## src/rtl/gdi_serial_logic_ctrl.sv

```systemverilog
// gdi_serial_logic_ctrl
// Bit-serial sequencer for an external 1-bit GDI gate slice. A request
// latches the operands, then one bit per cycle (LSB first) is driven to the
// slice and the slice output is captured into result.
// Ports:
//   clk, rst_n          clock, asynchronous active-low reset
//   start, op, a, b     operation request, opcode and operands
//   abort               cancel an operation in progress
//   gate_sel/a/b/en     drive to the gate slice
//   gate_y              combinational gate slice output
//   ready, busy, done   handshake / status
//   err, result         error flag and WIDTH-bit result
module gdi_serial_logic_ctrl #(
  parameter int unsigned WIDTH = 8
) (
  input  logic             clk,
  input  logic             rst_n,
  input  logic             start,
  input  logic [2:0]       op,
  input  logic [WIDTH-1:0] a,
  input  logic [WIDTH-1:0] b,
  input  logic             abort,
  output logic [2:0]       gate_sel,
  output logic             gate_a,
  output logic             gate_b,
  output logic             gate_en,
  input  logic             gate_y,
  output logic             ready,
  output logic             busy,
  output logic             done,
  output logic             err,
  output logic [WIDTH-1:0] result
);

  localparam int unsigned IW = $clog2(WIDTH);
  localparam logic [IW-1:0] LAST_IDX = IW'(WIDTH - 1);
  localparam logic [2:0] OP_NOT = 3'b010;
  localparam logic [2:0] OP_RSV = 3'b111;

  typedef enum logic [1:0] {IDLE, RUN, DONE} state_t;

  state_t           state;
  logic [IW-1:0]    idx;
  logic [IW-1:0]    idx_nxt;
  logic [2:0]       op_q;
  logic [WIDTH-1:0] a_q;
  logic [WIDTH-1:0] b_q;
  logic [WIDTH-1:0] result_prev;

  // Index of the bit presented to the slice in the following RUN cycle
  always_comb begin
    idx_nxt = idx + IW'(1);
  end

  assign gate_sel = op_q;

  // Sequencer: state, operand latches, gate drive and result capture
  always_ff @(posedge clk or negedge rst_n) begin
    if (!rst_n) begin
      state       <= IDLE;
      idx         <= '0;
      op_q        <= 3'b000;
      a_q         <= '0;
      b_q         <= '0;
      result      <= '0;
      result_prev <= '0;
      gate_a      <= 1'b0;
      gate_b      <= 1'b0;
      gate_en     <= 1'b0;
      ready       <= 1'b1;
      busy        <= 1'b0;
      done        <= 1'b0;
      err         <= 1'b0;
    end else begin
      done <= 1'b0;
      case (state)
        IDLE, DONE: begin
          if (start) begin
            // Snapshot lets an abort put back the last completed result
            result_prev <= result;
            if (op == OP_RSV) begin
              state  <= DONE;
              done   <= 1'b1;
              err    <= 1'b1;
              result <= '0;
              ready  <= 1'b1;
              busy   <= 1'b0;
            end else begin
              state   <= RUN;
              a_q     <= a;
              b_q     <= b;
              op_q    <= op;
              idx     <= '0;
              err     <= 1'b0;
              ready   <= 1'b0;
              busy    <= 1'b1;
              gate_en <= 1'b1;
              gate_a  <= a[0];
              gate_b  <= (op == OP_NOT) ? 1'b0 : b[0];
            end
          end else if (state == DONE) begin
            state <= IDLE;
          end
        end
        RUN: begin
          if (abort) begin
            state   <= IDLE;
            err     <= 1'b1;
            result  <= result_prev;
            ready   <= 1'b1;
            busy    <= 1'b0;
            gate_en <= 1'b0;
            gate_a  <= 1'b0;
            gate_b  <= 1'b0;
          end else begin
            result[idx] <= gate_y;
            if (idx == LAST_IDX) begin
              // idx holds at the last bit rather than wrapping
              state   <= DONE;
              done    <= 1'b1;
              ready   <= 1'b1;
              busy    <= 1'b0;
              gate_en <= 1'b0;
              gate_a  <= 1'b0;
              gate_b  <= 1'b0;
            end else begin
              idx    <= idx_nxt;
              gate_a <= a_q[idx_nxt];
              gate_b <= (op_q == OP_NOT) ? 1'b0 : b_q[idx_nxt];
            end
          end
        end
        default: begin
          state <= IDLE;
          ready <= 1'b1;
          busy  <= 1'b0;
        end
      endcase
    end
  end

endmodule
```

## config.mk

```make
export PLATFORM = sky130hd
export DESIGN_NAME = gdi_serial_logic_ctrl
export DESIGN_NICKNAME = d
export VERILOG_FILES = /design/src/rtl/gdi_serial_logic_ctrl.sv
export SDC_FILE = /design/constraint.sdc
export NUM_CORES = 1
export LEC_CHECK = 0
export ABC_AREA = 1
export CORE_MARGIN = 2
export CORE_UTILIZATION = 45
export CTS_CLUSTER_SIZE = 12
export DETAILED_ROUTE_END_ITERATION = 16
export PLACE_DENSITY = 0.7
export SYNTH_ARGS = -nofsm -noshare
export SYNTH_HDL_FRONTEND = slang
export SYNTH_SLANG_ARGS = --single-unit
```

## constraint.sdc

```tcl
create_clock -name clk -period 1.9 [get_ports clk]
set_input_delay 0.475 -clock clk [delete_from_list [all_inputs] [get_ports clk]]
set_output_delay 0.475 -clock clk [all_outputs]
set_load 0.02 [all_outputs]
```

==> summary.txt <==
Run status
  – Status: finished clean

Die
  – CORE AREA: 4750 um^2
  – Die H: 74.5 um
  – # IOs: 42
  – Initial Util: 47.0%
  – FP Rows: 25
  – Die Area: 5550 um^2
  – Die W: 74.5 um

Placement
  – Final HPWL DP: 3540 um
  – Final GP Congestion: 0.837
  – IO Port Bufs: 41
  – Pre-CTS setup slack: 0.0395 ns

Global route
  – Initial antenna violation count: 0
  – Vias in the first global route: 1829
  – First-pass GRT wire length: 8290 um
  – Grt total ovfl: 0
  – Pin count of the biggest net entering global routing: 27
  – Total track usage: 19.7%

Critical path
  – WP buf/inv: 1
  – Slowest-stage cell, CP: clkdlybuf4s50_1
  – Highest cell delay on the worst timing path: 0.62 ns
  – CP Launch Type: flop
  – Critical path class: reg2out
  – Critical path required time: 1.42 ns
  – CP arrival: 1.31 ns
  – CP endpoint kind: primary output
  – CP delay by family, top: buffers and inverters
  – Max FO, Critical Path: 3
  – Crit-path cells: clkdlybuf4s50_1

Yosys
  – Synth area leader: dfrtp_1
  – Yosys top cell area share: 51.5%
  – Mapped Cells: 278
  – Ranking of synthesized cells by area: dfrtp_1 52%, nand2_1 17%, inv_1 4.2%
  – Sequential fraction of the synthesis area: 52.7%
  – Mapped cell area: 2230 um^2
  – Distinct cell type count after synthesis: 24
  – Avg Synthesized Cell Area: 8.04 um^2
  – Yosys reg bits: 47
  – Yosys warns: 0
  – Synthesized net count: 305

Clock network
  – Post-CTS Repair Setup Buffers: 0
  – Post-CTS sizing: 1
  – Sinks on Clock Net: 47
  – H-Tree Depth: 2
  – Worst-Skew Late Latency: 0.30 ns
  – Total CTS buffers: 5
  – Cts hold-fix bufs: 0
  – CTS tree: done
  – Clk pin slew, worst setup/hold paths: 0.09 ns
  – Clock Path Buffers: 2
  – CTS root buffer: clkbuf_8

STA
  – Post-route setup slack: 0.119 ns
  – Period minus WS final: 1.78 ns
  – RSZ-0062 raised after global routing: no
  – FMAX: 561 MHz
  – Final setup violation count: 0
  – Worst Clk Skew: 0.00717 ns
  – Final Hold Viols: 0
  – Worst Tran Pin Value: 0.517 ns
  – TNS Setup: 0 ns
  – Slew Limit Fails: 0
  – Slew margin rel.: 65.5%
  – Final period util: 93.7%

Pwr
  – Leakage: 1.40 nW
  – Worst vdd ir: 0.599 mV
  – P per Cell Area: 1200 nW/um^2

Route
  – WL met1: 2260 um
  – Met2 wire len: 2310 um
  – Vias per cell: 4.87
  – Initial DRC count: 83
  – Residual DRC count: 0
  – Antenna-violating nets left: 0
  – Drt pass-1 iters: 4
  – Met3 wire length: 222 um
  – DR top layer: met4
  – Routed wire per std cell: 12.3 um
  – Total wire length: 4850 um
  – Vias: 1929

Final layout
  – Area growth syn-to-layout: 27.5%
  – N_diodes: 0
  – FILL cells: 459
  – Layout cells sized above 1: 9.12%
  – Final net count: 355

Hold path
  – Hold/Removal Path Class: in2async

Flow run
  – Max-Cap Viols: 0
layer usage:
metal,GRT usage (%),vias up
met5,0,-
met4,5.36,0
met3,5.15,7
met2,32.5,41
met1,25.7,897
li1,-,984
where the power goes:
part	switching (mW)	leakage (nW)	internal, mW
logic	0.816	0.754	0.565
clock network	0.336	0.0422	0.259
registers	0.178	0.601	1.28
total	1.33	1.40	2.10
through the flow:
stage	cells	hold slack (ns)	power [mW]	area (um^2)	util [%]
after global routing	396	0.174	3.70	2850	59.9
after global placement	388	0.464	2.84	2770	58.3
after detailed placement	388	0.463	2.86	2770	58.3
after CTS	396	0.152	3.45	2850	59.9
after floorplan	278	0.179	2.33	2230	-
final	396	0.136	3.43	2850	59.9
registers in the layout (all words and copies together), names as in the netlist, 2 cells and up:
register,count
gate_sel,3
state,2
result,8
idx,3
a_q,8
result_prev,8
b_q,8
final cells by class:
| class | instances | area (um^2) | area share (%) |
|---|---|---|---|
| inverter | 27 | 101 | 3.56 |
| clock inverter | 1 | 5.00 | 0.176 |
| timing repair buffer | 53 | 519 | 18.2 |
| clock buffer | 7 | 76.3 | 2.68 |
| tap | 67 | 83.8 | 2.94 |
| sequential | 47 | 1180 | 41.3 |
| multi-input combinational | 194 | 887 | 31.1 |
synthesized netlist by cell type (all sizes together):
cell / number
o22ai: 2
nor2: 16
buf: 9
or2: 1
inv: 27
ha: 3
o21ai: 32
nand2: 106
dfrtp: 46
a31oi: 6
a21oi: 5
dfstp: 1
clkbuf: 1
nor3: 9
nand3: 14
cell families (layout without fill, tap and decap cells):
family	after synthesis	count (layout)	share of synthesized area (%)
buf+inv	37	88	7.61
simple gates	146	146	27.2
fa+ha+maj	3	3	1.68
flops	47	47	52.7
compound gates	45	45	10.9
path summary, 6_finish.rpt:
| kind | to | cells after the start | slack (ns) | startpoint |
|---|---|---|---|---|
| setup / recovery | result[4] | 1 | 0.12 | result[4] |
| hold / removal | result[5] | 1 | 0.14 | rst_n |
| setup reg to reg | result[3] | 7 | 0.29 | state[0] |
| hold reg to reg | a_q[7] | 2 | 0.48 | a_q[7] |
| max in group asynchronous | a_q[5] | 2 | 1.25 | rst_n |
| min in group clk | a_q[7] | 2 | 0.48 | a_q[7] |
cell usage in the layout (no fill, tap or decap), types with 6 or more instances in the layout:
cell / n
a31oi_1: 6
buf_4: 10
clkdlybuf4s50_1: 39
dfrtp_1: 46
inv_1: 25
nand2_1: 104
nand3_1: 13
nor2_1: 14
nor3_1: 9
o21ai_0: 18
o21ai_1: 12
(Power assumes the default switching activity.)
